===== src/rtl/snn_row_conv_pe_if.sv =====
// Valid/ready packet channel between a PE and the NoC router.
// The master drives valid and pkt, and the slave returns ready.
interface snn_row_conv_pe_if #(
    parameter int unsigned PKT_W = 34
) ();
    logic             valid;
    logic             ready;
    logic [PKT_W-1:0] pkt;

    modport master (output valid, output pkt, input ready);
    modport slave  (input valid, input pkt, output ready);
endinterface


===== src/rtl/snn_row_conv_pe.sv =====
// Spiking row-convolution PE: binary ifmap row against one K-tap weight row, one MAC per cycle,
// one saturating partial-sum packet per output column, optional ifmap forwarding to a neighbour.
module snn_row_conv_pe #(
    parameter int unsigned       ADDR_W        = 4,
    parameter int unsigned       K             = 3,
    parameter int unsigned       WGT_W         = 8,
    parameter int unsigned       IFMAP_W       = 5,
    parameter int unsigned       PSUM_W        = 8,
    parameter int unsigned       PKT_W         = 34,
    parameter logic [ADDR_W-1:0] MY_ADDR       = 4'b0110,
    parameter logic [ADDR_W-1:0] ADDER_BASE    = 4'b0001,
    parameter int unsigned       ADDER_STRIDE  = 4,
    parameter logic [ADDR_W-1:0] NEIGHBOR_ADDR = 4'b0010,
    parameter bit                FWD_EN        = 1'b1
) (
    input  logic                clk,
    input  logic                rst_n,
    snn_row_conv_pe_if.slave    in_if,
    snn_row_conv_pe_if.master   out_if,
    output logic                pkt_drop,
    output logic                busy
);
    localparam int unsigned OUT_W = IFMAP_W - K + 1;
    localparam int unsigned PAY_W = PKT_W - 2*ADDR_W - 2;
    localparam int unsigned MAX_A = (K*WGT_W > IFMAP_W) ? K*WGT_W : IFMAP_W;
    localparam int unsigned MAX_W = (MAX_A > PSUM_W) ? MAX_A : PSUM_W;
    localparam int unsigned JW    = (OUT_W > 1) ? $clog2(OUT_W) : 1;
    localparam int unsigned IW    = (K > 1) ? $clog2(K) : 1;
    localparam int unsigned XW    = (IFMAP_W > 1) ? $clog2(IFMAP_W) : 1;
    localparam int unsigned SUM_W = ((PSUM_W > WGT_W) ? PSUM_W : WGT_W) + 1;

    localparam logic [JW-1:0] J_LAST = JW'(OUT_W - 1);
    localparam logic [IW-1:0] I_LAST = IW'(K - 1);

    if (PAY_W < MAX_W) begin : g_pay_chk
        $error("snn_row_conv_pe: payload too narrow for kernel, ifmap or psum");
    end

    typedef enum logic [2:0] {IDLE, COMPUTE, EMIT, FWD, DONE} state_t;
    typedef enum logic [1:0] {PKT_IFMAP, PKT_KERNEL, PKT_PSUM, PKT_RSVD} pkt_type_t;

    state_t                 state;
    logic [WGT_W-1:0]       w [K];
    logic [IFMAP_W-1:0]     spikes;
    logic [PSUM_W-1:0]      acc;
    logic [JW-1:0]          j;
    logic [IW-1:0]          i;
    logic [IW-1:0]          row_cnt;
    logic                   in_ready_q;
    logic                   out_valid_q;
    logic [PKT_W-1:0]       out_pkt_q;

    logic [ADDR_W-1:0]      in_dst;
    logic [1:0]             in_type;
    logic [PAY_W-1:0]       in_pay;
    logic                   unused_src;
    logic [XW-1:0]          idx;
    logic [WGT_W-1:0]       tap;
    logic [SUM_W-1:0]       sum;
    logic [PSUM_W-1:0]      sum_sat;
    logic [ADDR_W-1:0]      col_dst;
    logic [PKT_W-1:0]       psum_pkt;
    logic [PKT_W-1:0]       fwd_pkt;

    assign in_dst     = in_if.pkt[PKT_W-ADDR_W-1 -: ADDR_W];
    assign in_type    = in_if.pkt[PAY_W+1 -: 2];
    assign in_pay     = in_if.pkt[PAY_W-1:0];
    assign unused_src = ^in_if.pkt[PKT_W-1 -: ADDR_W];

    assign in_if.ready  = in_ready_q;
    assign out_if.valid = out_valid_q;
    assign out_if.pkt   = out_pkt_q;
    assign busy         = (state != IDLE);

    always_comb begin
        idx      = XW'(j) + XW'(i);
        tap      = spikes[idx] ? w[i] : '0;
        sum      = SUM_W'(acc) + SUM_W'(tap);
        // Any carry above PSUM_W bits clamps to all-ones instead of wrapping.
        sum_sat  = (sum[SUM_W-1:PSUM_W] != '0) ? '1 : sum[PSUM_W-1:0];
        col_dst  = ADDER_BASE + ADDR_W'(32'(j) * ADDER_STRIDE);
        psum_pkt = {MY_ADDR, col_dst, PKT_PSUM, PAY_W'(sum_sat)};
        fwd_pkt  = {MY_ADDR, NEIGHBOR_ADDR, PKT_IFMAP, PAY_W'(spikes)};
    end

    always_ff @(posedge clk or negedge rst_n) begin
        if (!rst_n) begin
            state       <= IDLE;
            w           <= '{default: '0};
            spikes      <= '0;
            acc         <= '0;
            j           <= '0;
            i           <= '0;
            row_cnt     <= '0;
            in_ready_q  <= 1'b0;
            out_valid_q <= 1'b0;
            out_pkt_q   <= '0;
            pkt_drop    <= 1'b0;
        end else begin
            pkt_drop <= 1'b0;
            case (state)
                IDLE: begin
                    in_ready_q <= 1'b1;
                    if (in_ready_q && in_if.valid) begin
                        if (in_dst != MY_ADDR || in_type[1]) begin
                            pkt_drop <= 1'b1;
                        end else if (in_type == PKT_KERNEL) begin
                            for (int unsigned t = 0; t < K; t++) begin
                                w[t] <= in_pay[t*WGT_W +: WGT_W];
                            end
                        end else begin
                            spikes     <= in_pay[IFMAP_W-1:0];
                            acc        <= '0;
                            j          <= '0;
                            i          <= '0;
                            in_ready_q <= 1'b0;
                            state      <= COMPUTE;
                        end
                    end
                end
                COMPUTE: begin
                    acc <= sum_sat;
                    if (i == I_LAST) begin
                        out_valid_q <= 1'b1;
                        out_pkt_q   <= psum_pkt;
                        state       <= EMIT;
                    end else begin
                        i <= i + 1'b1;
                    end
                end
                EMIT: begin
                    if (out_if.ready) begin
                        out_valid_q <= 1'b0;
                        if (j < J_LAST) begin
                            j     <= j + 1'b1;
                            i     <= '0;
                            acc   <= '0;
                            state <= COMPUTE;
                        end else if (FWD_EN && row_cnt < I_LAST) begin
                            out_valid_q <= 1'b1;
                            out_pkt_q   <= fwd_pkt;
                            state       <= FWD;
                        end else begin
                            state <= DONE;
                        end
                    end
                end
                FWD: begin
                    if (out_if.ready) begin
                        out_valid_q <= 1'b0;
                        state       <= DONE;
                    end
                end
                DONE: begin
                    row_cnt    <= (row_cnt == I_LAST) ? '0 : row_cnt + 1'b1;
                    in_ready_q <= 1'b1;
                    state      <= IDLE;
                end
                default: state <= IDLE;
            endcase
        end
    end
endmodule


===== src/flat_wrapper.sv =====
// flat-port wrapper written by rule: the top's interface ports become plain ports
module snn_row_conv_pe_flat 
#(
    parameter int unsigned       ADDR_W        = 4,
    parameter int unsigned       K             = 3,
    parameter int unsigned       WGT_W         = 8,
    parameter int unsigned       IFMAP_W       = 5,
    parameter int unsigned       PSUM_W        = 8,
    parameter int unsigned       PKT_W         = 34,
    parameter logic [ADDR_W-1:0] MY_ADDR       = 4'b0110,
    parameter logic [ADDR_W-1:0] ADDER_BASE    = 4'b0001,
    parameter int unsigned       ADDER_STRIDE  = 4,
    parameter logic [ADDR_W-1:0] NEIGHBOR_ADDR = 4'b0010,
    parameter bit                FWD_EN        = 1'b1
)
  (clk, rst_n, pkt_drop, busy, in_if_valid, in_if_pkt, in_if_ready, out_if_valid, out_if_pkt, out_if_ready);
  snn_row_conv_pe_if #(.PKT_W(PKT_W)) in_if_i ();
  snn_row_conv_pe_if #(.PKT_W(PKT_W)) out_if_i ();
  input  logic clk;
  input  logic rst_n;
  output logic pkt_drop;
  output logic busy;
  input wire logic [$bits(in_if_i.valid)-1:0] in_if_valid;
  input wire logic [$bits(in_if_i.pkt)-1:0] in_if_pkt;
  output wire logic [$bits(in_if_i.ready)-1:0] in_if_ready;
  output wire logic [$bits(out_if_i.valid)-1:0] out_if_valid;
  output wire logic [$bits(out_if_i.pkt)-1:0] out_if_pkt;
  input wire logic [$bits(out_if_i.ready)-1:0] out_if_ready;
  assign in_if_i.valid = in_if_valid;
  assign in_if_i.pkt = in_if_pkt;
  assign in_if_ready = in_if_i.ready;
  assign out_if_valid = out_if_i.valid;
  assign out_if_pkt = out_if_i.pkt;
  assign out_if_i.ready = out_if_ready;
  snn_row_conv_pe #(.ADDR_W(ADDR_W), .K(K), .WGT_W(WGT_W), .IFMAP_W(IFMAP_W), .PSUM_W(PSUM_W), .PKT_W(PKT_W), .MY_ADDR(MY_ADDR), .ADDER_BASE(ADDER_BASE), .ADDER_STRIDE(ADDER_STRIDE), .NEIGHBOR_ADDR(NEIGHBOR_ADDR), .FWD_EN(FWD_EN)) u_core (.clk(clk), .rst_n(rst_n), .in_if(in_if_i), .out_if(out_if_i), .pkt_drop(pkt_drop), .busy(busy));
endmodule

===== config.mk =====
export PLATFORM = sky130hd
export DESIGN_NAME = snn_row_conv_pe_flat
export DESIGN_NICKNAME = d
export VERILOG_FILES = /design/src/rtl/snn_row_conv_pe_if.sv /design/src/rtl/snn_row_conv_pe.sv /design/src/flat_wrapper.sv
export SDC_FILE = /design/constraint.sdc
export NUM_CORES = 1
export LEC_CHECK = 0
export CAP_MARGIN = 30
export CORE_UTILIZATION = 51
export DETAILED_ROUTE_END_ITERATION = 6
export MAX_ROUTING_LAYER = met4
export PLACE_DENSITY_LB_ADDON = 0.25
export RECOVER_POWER = 50
export SYNTH_ARGS = -nofsm -noshare
export SYNTH_HDL_FRONTEND = slang
export SYNTH_SLANG_ARGS = --single-unit

===== constraint.sdc =====
create_clock -name clk -period 4.65 [get_ports clk]
set_clock_uncertainty 0.2 [all_clocks]
set_input_delay 0.6975 -clock clk [delete_from_list [all_inputs] [get_ports clk]]
set_output_delay 0.6975 -clock clk [all_outputs]
set_load 0.1 [all_outputs]

==> run_summary.xml <==
<?xml version="1.0" encoding="UTF-8"?>
<metrics>
  <group name="clock_network">
    <metric name="cts_hold_buffers_added" unit="">0</metric>
    <metric name="cts_buffers" unit="">9</metric>
    <metric name="ctsHtreeMaxLevel" unit="">3</metric>
    <metric name="clockBufferDepth" unit="">2</metric>
    <metric name="post_cts_buffers" unit="">0</metric>
    <metric name="cell_at_the_root_of_the_clock_tree" unit="">clkbuf_8</metric>
    <metric name="clock_sinks" unit="">62</metric>
    <metric name="clock_latency" unit="ns">0.34</metric>
    <metric name="clock_tree_from_tritoncts" unit="">done</metric>
    <metric name="clock_slew_at_reported_path_ffs" unit="ns">0.07</metric>
    <metric name="cts_repair_resizes" unit="">0</metric>
  </group>
  <group name="power_and_ir_drop">
    <metric name="comb_power_share" unit="%">46.4</metric>
    <metric name="pwr-share-clk" unit="%">21.5</metric>
    <metric name="vdd.ir_drop.worst" unit="mV">0.679</metric>
    <metric name="power.switching" unit="W">0.00116</metric>
    <metric name="seq_power_share" unit="%">32.1</metric>
    <metric name="leakage" unit="nW">1.92</metric>
    <metric name="power.density" unit="mW/mm2">608</metric>
    <metric name="cell_internal_pwr" unit="W">0.00131</metric>
    <metric name="switching_part_of_the_total" unit="%">47.0</metric>
  </group>
  <group name="finish">
    <metric name="finish.utilization" unit="%">63.9</metric>
    <metric name="layout.cell_area.non_filler" unit="mm2">0.00406</metric>
    <metric name="fin_nets" unit="">427</metric>
    <metric name="area_delta_synth_final" unit="%">20.8</metric>
    <metric name="layout_commonest_cell" unit="">dfrtp_1</metric>
    <metric name="antenna_cells_inserted" unit="">0</metric>
    <metric name="layout-drive-gt1-share" unit="%">14.7</metric>
    <metric name="mostFrequentLayoutCells" unit="">dfrtp_1, clkdlybuf4s50_1, nand2_1</metric>
  </group>
  <group name="sta">
    <metric name="report.final.setup_viol" unit="">0</metric>
    <metric name="drv_slew" unit="">39</metric>
    <metric name="rsz0062_at_grt" unit="">no</metric>
    <metric name="layout_worst_path_cycle_share" unit="%">89.4</metric>
    <metric name="fin_tns_setup" unit="ns">0</metric>
    <metric name="finalCriticalPeriod" unit="ns">4.16</metric>
    <metric name="worst_slew_pin_slew" unit="ns">1.99</metric>
    <metric name="relSlewSlack" unit="%">-32.8</metric>
    <metric name="clock.fmax" unit="MHz">240</metric>
    <metric name="hold_viol_final" unit="">0</metric>
    <metric name="pnr_worst_setup_slack" unit="ns">0.491</metric>
  </group>
  <group name="placed_design">
    <metric name="buffer_ports.inserted" unit="">52</metric>
    <metric name="detailed_place_hpwl" unit="um">4930</metric>
    <metric name="gp_routability_congestion" unit="">0.821</metric>
    <metric name="pre_cts_slack" unit="ns">0.532</metric>
    <metric name="postPlaceCellArea" unit="mm2">0.00385</metric>
  </group>
  <group name="critical_path">
    <metric name="timing.critical_path.fanout_max" unit="">12</metric>
    <metric name="worstPathRequired" unit="ns">4.67</metric>
    <metric name="worst_ep_arrival_time" unit="ns">4.18</metric>
    <metric name="rr_worst_depth" unit="">12</metric>
    <metric name="critical_path.startpoint_type" unit="">register</metric>
    <metric name="kind_of_end_point_of_the_critical_path" unit="">register</metric>
    <metric name="worst-setup-path-type" unit="">register to register</metric>
  </group>
  <group name="grt">
    <metric name="grt_start_max_net_pins" unit="">39</metric>
    <metric name="global_route.usage.total" unit="%">21.8</metric>
    <metric name="initial_antenna_violation_count" unit="">0</metric>
    <metric name="overflow" unit="">0</metric>
    <metric name="number_of_global_route_vias_before_repair" unit="">2349</metric>
    <metric name="grt_first_pass_wirelength" unit="um">11300</metric>
  </group>
  <group name="routing">
    <metric name="number_of_design_rule_violations_left_after_detail_routing" unit="">0</metric>
    <metric name="postRouteAntennaNets" unit="">0</metric>
    <metric name="drt-total-wl" unit="um">6720</metric>
    <metric name="viasPerCell" unit="">5.54</metric>
    <metric name="routed-via-count" unit="">2543</metric>
    <metric name="firstDrtPassIters" unit="">5</metric>
    <metric name="wire_length_per_cell" unit="um">14.6</metric>
    <metric name="detail_route.iter0.violations" unit="">125</metric>
  </group>
  <group name="die">
    <metric name="dieArea" unit="mm2">0.00691</metric>
    <metric name="die_h" unit="um">83.1</metric>
    <metric name="start_util" unit="%">52.9</metric>
    <metric name="num_io_pins" unit="">76</metric>
    <metric name="core-area" unit="mm2">0.00635</metric>
    <metric name="die_w" unit="um">83.1</metric>
    <metric name="placementRows" unit="">29</metric>
  </group>
  <group name="synthesis">
    <metric name="postSynthRegisterBits" unit="">62</metric>
    <metric name="synthArstFlopShare" unit="%">100</metric>
    <metric name="primary_ff_master_synth" unit="">dfrtp_1</metric>
    <metric name="post_synthesis_instance_total" unit="">322</metric>
    <metric name="yosys.area.top_type_share" unit="%">46.2</metric>
    <metric name="leading_post_synthesis_cells_by_cell_area" unit="">dfrtp_1, mux2_2, nand2_1</metric>
    <metric name="mappedNetlistArea" unit="mm2">0.00336</metric>
    <metric name="synth_area_per_cell" unit="um2">10.4</metric>
    <metric name="ys_warn_count" unit="">0</metric>
    <metric name="synth_edf_count" unit="">0</metric>
    <metric name="synth_area_leader_cell" unit="">dfrtp_1</metric>
    <metric name="synth_seq_area_share" unit="%">46.2</metric>
    <metric name="synthDistinctLibCells" unit="">49</metric>
  </group>
  <group name="job">
    <metric name="timing.max_cap.violations" unit="">1</metric>
  </group>
  <group name="outcome">
    <metric name="status" unit="">finished with violations</metric>
    <metric name="failed_checks" unit="">max-capacitance violations, max-slew violations</metric>
  </group>
  <group name="min_path">
    <metric name="hold_class" unit="">register to register</metric>
    <metric name="min_path_cells" unit="">2</metric>
  </group>
</metrics>
[final timing paths]
| path | endpoint | slack, ns | startpoint |
|---|---|---|---|
| min in group asynchronous | u_core.out_if.pkt[3] | 0.71 | rst_n |
| worst min register to register | u_core.out_if.pkt[5] | 0.28 | u_core.out_if.pkt[5] |
| worst max-delay path | u_core.acc[7] | 0.49 | u_core.i[0] |
| worst max register to register | u_core.acc[7] | 0.49 | u_core.i[0] |
| worst min-delay path | u_core.out_if.pkt[5] | 0.28 | u_core.out_if.pkt[5] |
| max in group asynchronous | u_core.spikes[2] | 1.50 | rst_n |
[critical path: stages (launching register included)]
cell	delay (ns)
dfrtp_1	0.53
ha_1	0.21
inv_1	0.05
fa_1	0.52
nand2_1	0.07
o31ai_1	0.57
and2_1	0.23
ha_1	0.30
a21o_1	0.23
a31o_2	0.23
a221oi_1	0.48
mux2i_1	0.13
a221o_1	0.27
[cell type report]
class | count | area [um2]
fill | 521 | 2290
multi-input combinational | 241 | 1620
sequential | 62 | 1550
timing repair buffer | 55 | 533
clock buffer | 10 | 138
tap | 77 | 96.3
clock inverter | 6 | 85.1
inverter | 8 | 30.0
[per-layer routing]
layer  vias up  GRT usage [%]  routed length, um
li1       1218              -                  -
met1      1229           30.9               3270
met2        84           30.0               3040
met3        12           5.96                290
met4         0           7.84                120
met5         -              -                  0
[cells in the mapped netlist (2+ instances only)]
cell type	n
o31ai_1	3
a31o_2	2
nor3_1	3
or3_1	5
a21o_1	5
clkbuf_1	3
or2_2	2
nor2_1	17
and2_1	10
nand2_1	43
buf_2	3
o22a_1	2
nand3_1	5
buf_4	21
dfrtp_1	62
fa_1	2
buf_6	2
nand4_1	2
mux2i_1	10
a211oi_1	2
ha_1	10
nor2b_1	2
a31oi_1	2
nand2b_1	4
o221ai_1	5
o21ai_0	27
inv_1	7
mux2_2	30
nor3b_1	2
a21oi_1	10
[power by group through the flow]
stage          combinational (W)  clock [W]  sequential [W]
2_1_floorplan           0.000616          0         0.00107
3_3_place_gp             0.00113          0        0.000799
3_5_place_dp             0.00116          0        0.000800
4_1_cts                  0.00116   0.000541        0.000792
5_1_grt                  0.00122   0.000568        0.000808
6_report                 0.00114   0.000530        0.000790
[state kept, by name (all words and copies together), names as in the netlist]
register and count:
u_core.spikes 5, u_core.pkt_drop 1, u_core.j 2, u_core.in_if.ready 1
u_core.out_if.pkt 13, u_core.out_if.valid 1, u_core.row_cnt 2, u_core.acc 8
u_core.state 3, u_core.i 2, u_core.w 24
[cells by family after synthesis]
family | synth area share [%]
simple gates | 15.6
compound gates | 12.1
flops | 46.2
mux | 13.7
buf+inv | 7.04
fa+ha+maj | 4.92
other cells | 0.112
xor+xnor | 0.261
[stage by stage]
stage	power, W	cells	hold slack (ns)
2_1_floorplan	0.00169	340	0.202
3_3_place_gp	0.00193	443	0.256
3_5_place_dp	0.00196	443	0.269
4_1_cts	0.00249	459	0.270
5_1_grt	0.00260	459	0.319
6_report	0.00246	459	0.280
Note: power is estimated with default switching activity, not from simulation.
==> RTL edit: new RTL, config.mk and constraints unchanged <==
`FWD_EN` is set to 1'b1 in 2 places; all go to 1'b0.
--- a/src/rtl/snn_row_conv_pe.sv
+++ b/src/rtl/snn_row_conv_pe.sv
@@ -11,7 +11,7 @@
     parameter logic [ADDR_W-1:0] ADDER_BASE    = 4'b0001,
     parameter int unsigned       ADDER_STRIDE  = 4,
     parameter logic [ADDR_W-1:0] NEIGHBOR_ADDR = 4'b0010,
-    parameter bit                FWD_EN        = 1'b1
+    parameter bit                FWD_EN        = 1'b0
 ) (
     input  logic                clk,
     input  logic                rst_n,
--- a/src/flat_wrapper.sv
+++ b/src/flat_wrapper.sv
@@ -11,7 +11,7 @@
     parameter logic [ADDR_W-1:0] ADDER_BASE    = 4'b0001,
     parameter int unsigned       ADDER_STRIDE  = 4,
     parameter logic [ADDR_W-1:0] NEIGHBOR_ADDR = 4'b0010,
-    parameter bit                FWD_EN        = 1'b1
+    parameter bit                FWD_EN        = 1'b0
 )
   (clk, rst_n, pkt_drop, busy, in_if_valid, in_if_pkt, in_if_ready, out_if_valid, out_if_pkt, out_if_ready);
   snn_row_conv_pe_if #(.PKT_W(PKT_W)) in_if_i ();
Behaviour: no difference found for any inputs over 4 cycles, from zero or initial values and one cycle with rst_n low; that may be too few to reach the edited logic, so the function may still have changed.
==> RTL edit against the unedited design <==
The run still ends with capacitance limit, slew limit left. Clock power fell by 26%. First-iteration DRC count fell by 9.6%. Total power fell by 8.7%. Highest routed layer unchanged. Final area fell by 5.1%. Largest cell class unchanged. Sequential cell count fell by 4. Wire length fell by 6.7%. Setup slack improved by 0.26 ns. Synthesized area fell by 2.9%.
==> RTL edit: results (changes against the unedited design) <==
status finished, violations left; failing checks capacitance limit, slew limit; placed wire-length estimate 4.36 mm (-12%); reg2reg start u_core.i[0]; Critical Path AT 3.96 ns (-0.22 ns); Cell variety after synth 51 (+4.1%); layout cells sized above 1 15.1% (+0.48 points); first-pass GRT wire length 10.2 mm (-10%); Critical Path Slowest Stage Cell dfrtp_1; Area contributors post-synth dfrtp_1, mux2_4, buf_4; static leakage 0.00184 µW (-3.9%); Setup TNS 0 ns (unchanged); Placer Congestion 0.830 (+1.0%); WL/cell 14.7 µm (+0.73%); relative slew slack -107% (-74 points); sequential area share after synthesis 44.5% (-1.7 points); DRT Pass-1 Iters 4 (-1); Reg2Reg Depth 13 (+1); Post-synth top cells dfrtp_1, nand2_1, buf_4, mux2_4, nor2_1; vias in the first global route 2115 (-10%); FF-to-FF End u_core.out_if.pkt[6]; DRT iter0 DRCs 113 (-9.6%); reg2reg setup slack 0.75 ns (+0.26 ns); Synth Flop Type dfrtp_1; Final #Nets 398 (-6.8%); max_cap viols 1 (unchanged); Hold Crit Start u_core.spikes[3]; delay-heaviest family, CP adder cells; DR vias/cell 5.20 (-6.2%); pin count of the biggest net entering global routing 59 (+51%); fin. max-slew vios 59 (+51%); Port Buffer Count 51 (-1.9%); antenna violations before repair 0 (unchanged); Tot GR Track Use 21.4% (-0.41 points); placed cell areas 3710 µm² (-3.6%); fillers 520 (-0.19%); hold endpoint u_core.spikes[3]; hold path depth 2 (unchanged); peak supply drop 0.613 mV (-9.7%); Power Dens Cells 585 nW/µm² (-3.8%)
[RTL edit: cell types whose count changed after synthesis, sizes merged, moves of 5 or more]
cell | before | now
nand2 | 44 | 39
o21ai | 28 | 20
o221ai | 5 | 0
or3 | 6 | 1
[RTL edit: cell type report]
type                    instances  area share [%]
inverters                       7           0.683
multi-input cells             219            41.6
flip-flops and latches         58            37.7
well taps                      75            2.44
clock buffers                  13            4.13
repair buffers                 53            13.4
[RTL edit: worst reg2reg max path, delay by kind of cell (launching register included)]
family,cells,cell delay [ns]
adders and majority gates,4,1.36
AOI/OAI and AO/OA,4,0.77
muxes,2,0.62
DFF,1,0.57
and+or+nand+nor,2,0.27
buffers and inverters,1,0.05
[RTL edit: power by group]
| group | total (µW) | internal [µW] | switching (µW) |
|---|---|---|---|
| logic | 1130 | 334 | 797 |
| registers | 727 | 627 | 99.9 |
| clock network | 392 | 214 | 178 |
[RTL edit: worst max-delay path by stage]
stage                 from                   end  slack [ns]  depth (start not counted)
6_report       u_core.i[0]  u_core.out_if.pkt[6]        0.75                         13
2_1_floorplan  u_core.i[1]  u_core.out_if.pkt[6]        1.12                         13
4_1_cts        u_core.i[0]  u_core.out_if.pkt[6]        0.76                         13
3_3_place_gp   u_core.i[0]  u_core.out_if.pkt[6]        0.86                         13
5_1_grt        u_core.i[0]  u_core.out_if.pkt[2]        0.52                         12
3_5_place_dp   u_core.i[0]  u_core.out_if.pkt[6]        0.77                         13
[RTL edit: cells by family (layout without fill, tap and decap cells)]
kind of cell | after synthesis | count (layout) | synth area share, %
adders and majority gates | 12 | 12 | 5.07
buffers and inverters | 41 | 73 | 7.98
DFF | 58 | 58 | 44.5
AOI/OAI and AO/OA | 59 | 59 | 12.1
other | 1 | 20 | 0.115
and+or+nand+nor | 86 | 86 | 13.5
muxes | 39 | 39 | 15.9
xor gates and xnor gates | 3 | 3 | 0.806
[RTL edit: metrics by stage]
stage                     setup slack [ns]  hold WS [ns]  instances  total power, µW
after floorplan                       1.12         0.202        318             1630
after global placement               0.863         0.258        412             1850
after detailed placement             0.772         0.263        412             1870
after CTS                            0.764         0.279        425             2270
after global routing                 0.517         0.310        425             2380
final                                0.754         0.275        425             2250
[RTL edit: metal layers]
metal	vias to the layer above	global-route usage, %	wire, µm
li1	1093	-	-
met1	1049	27.5	2940
met2	57	32.1	2980
met3	9	6.00	251
met4	0	7.54	93
met5	-	-	0
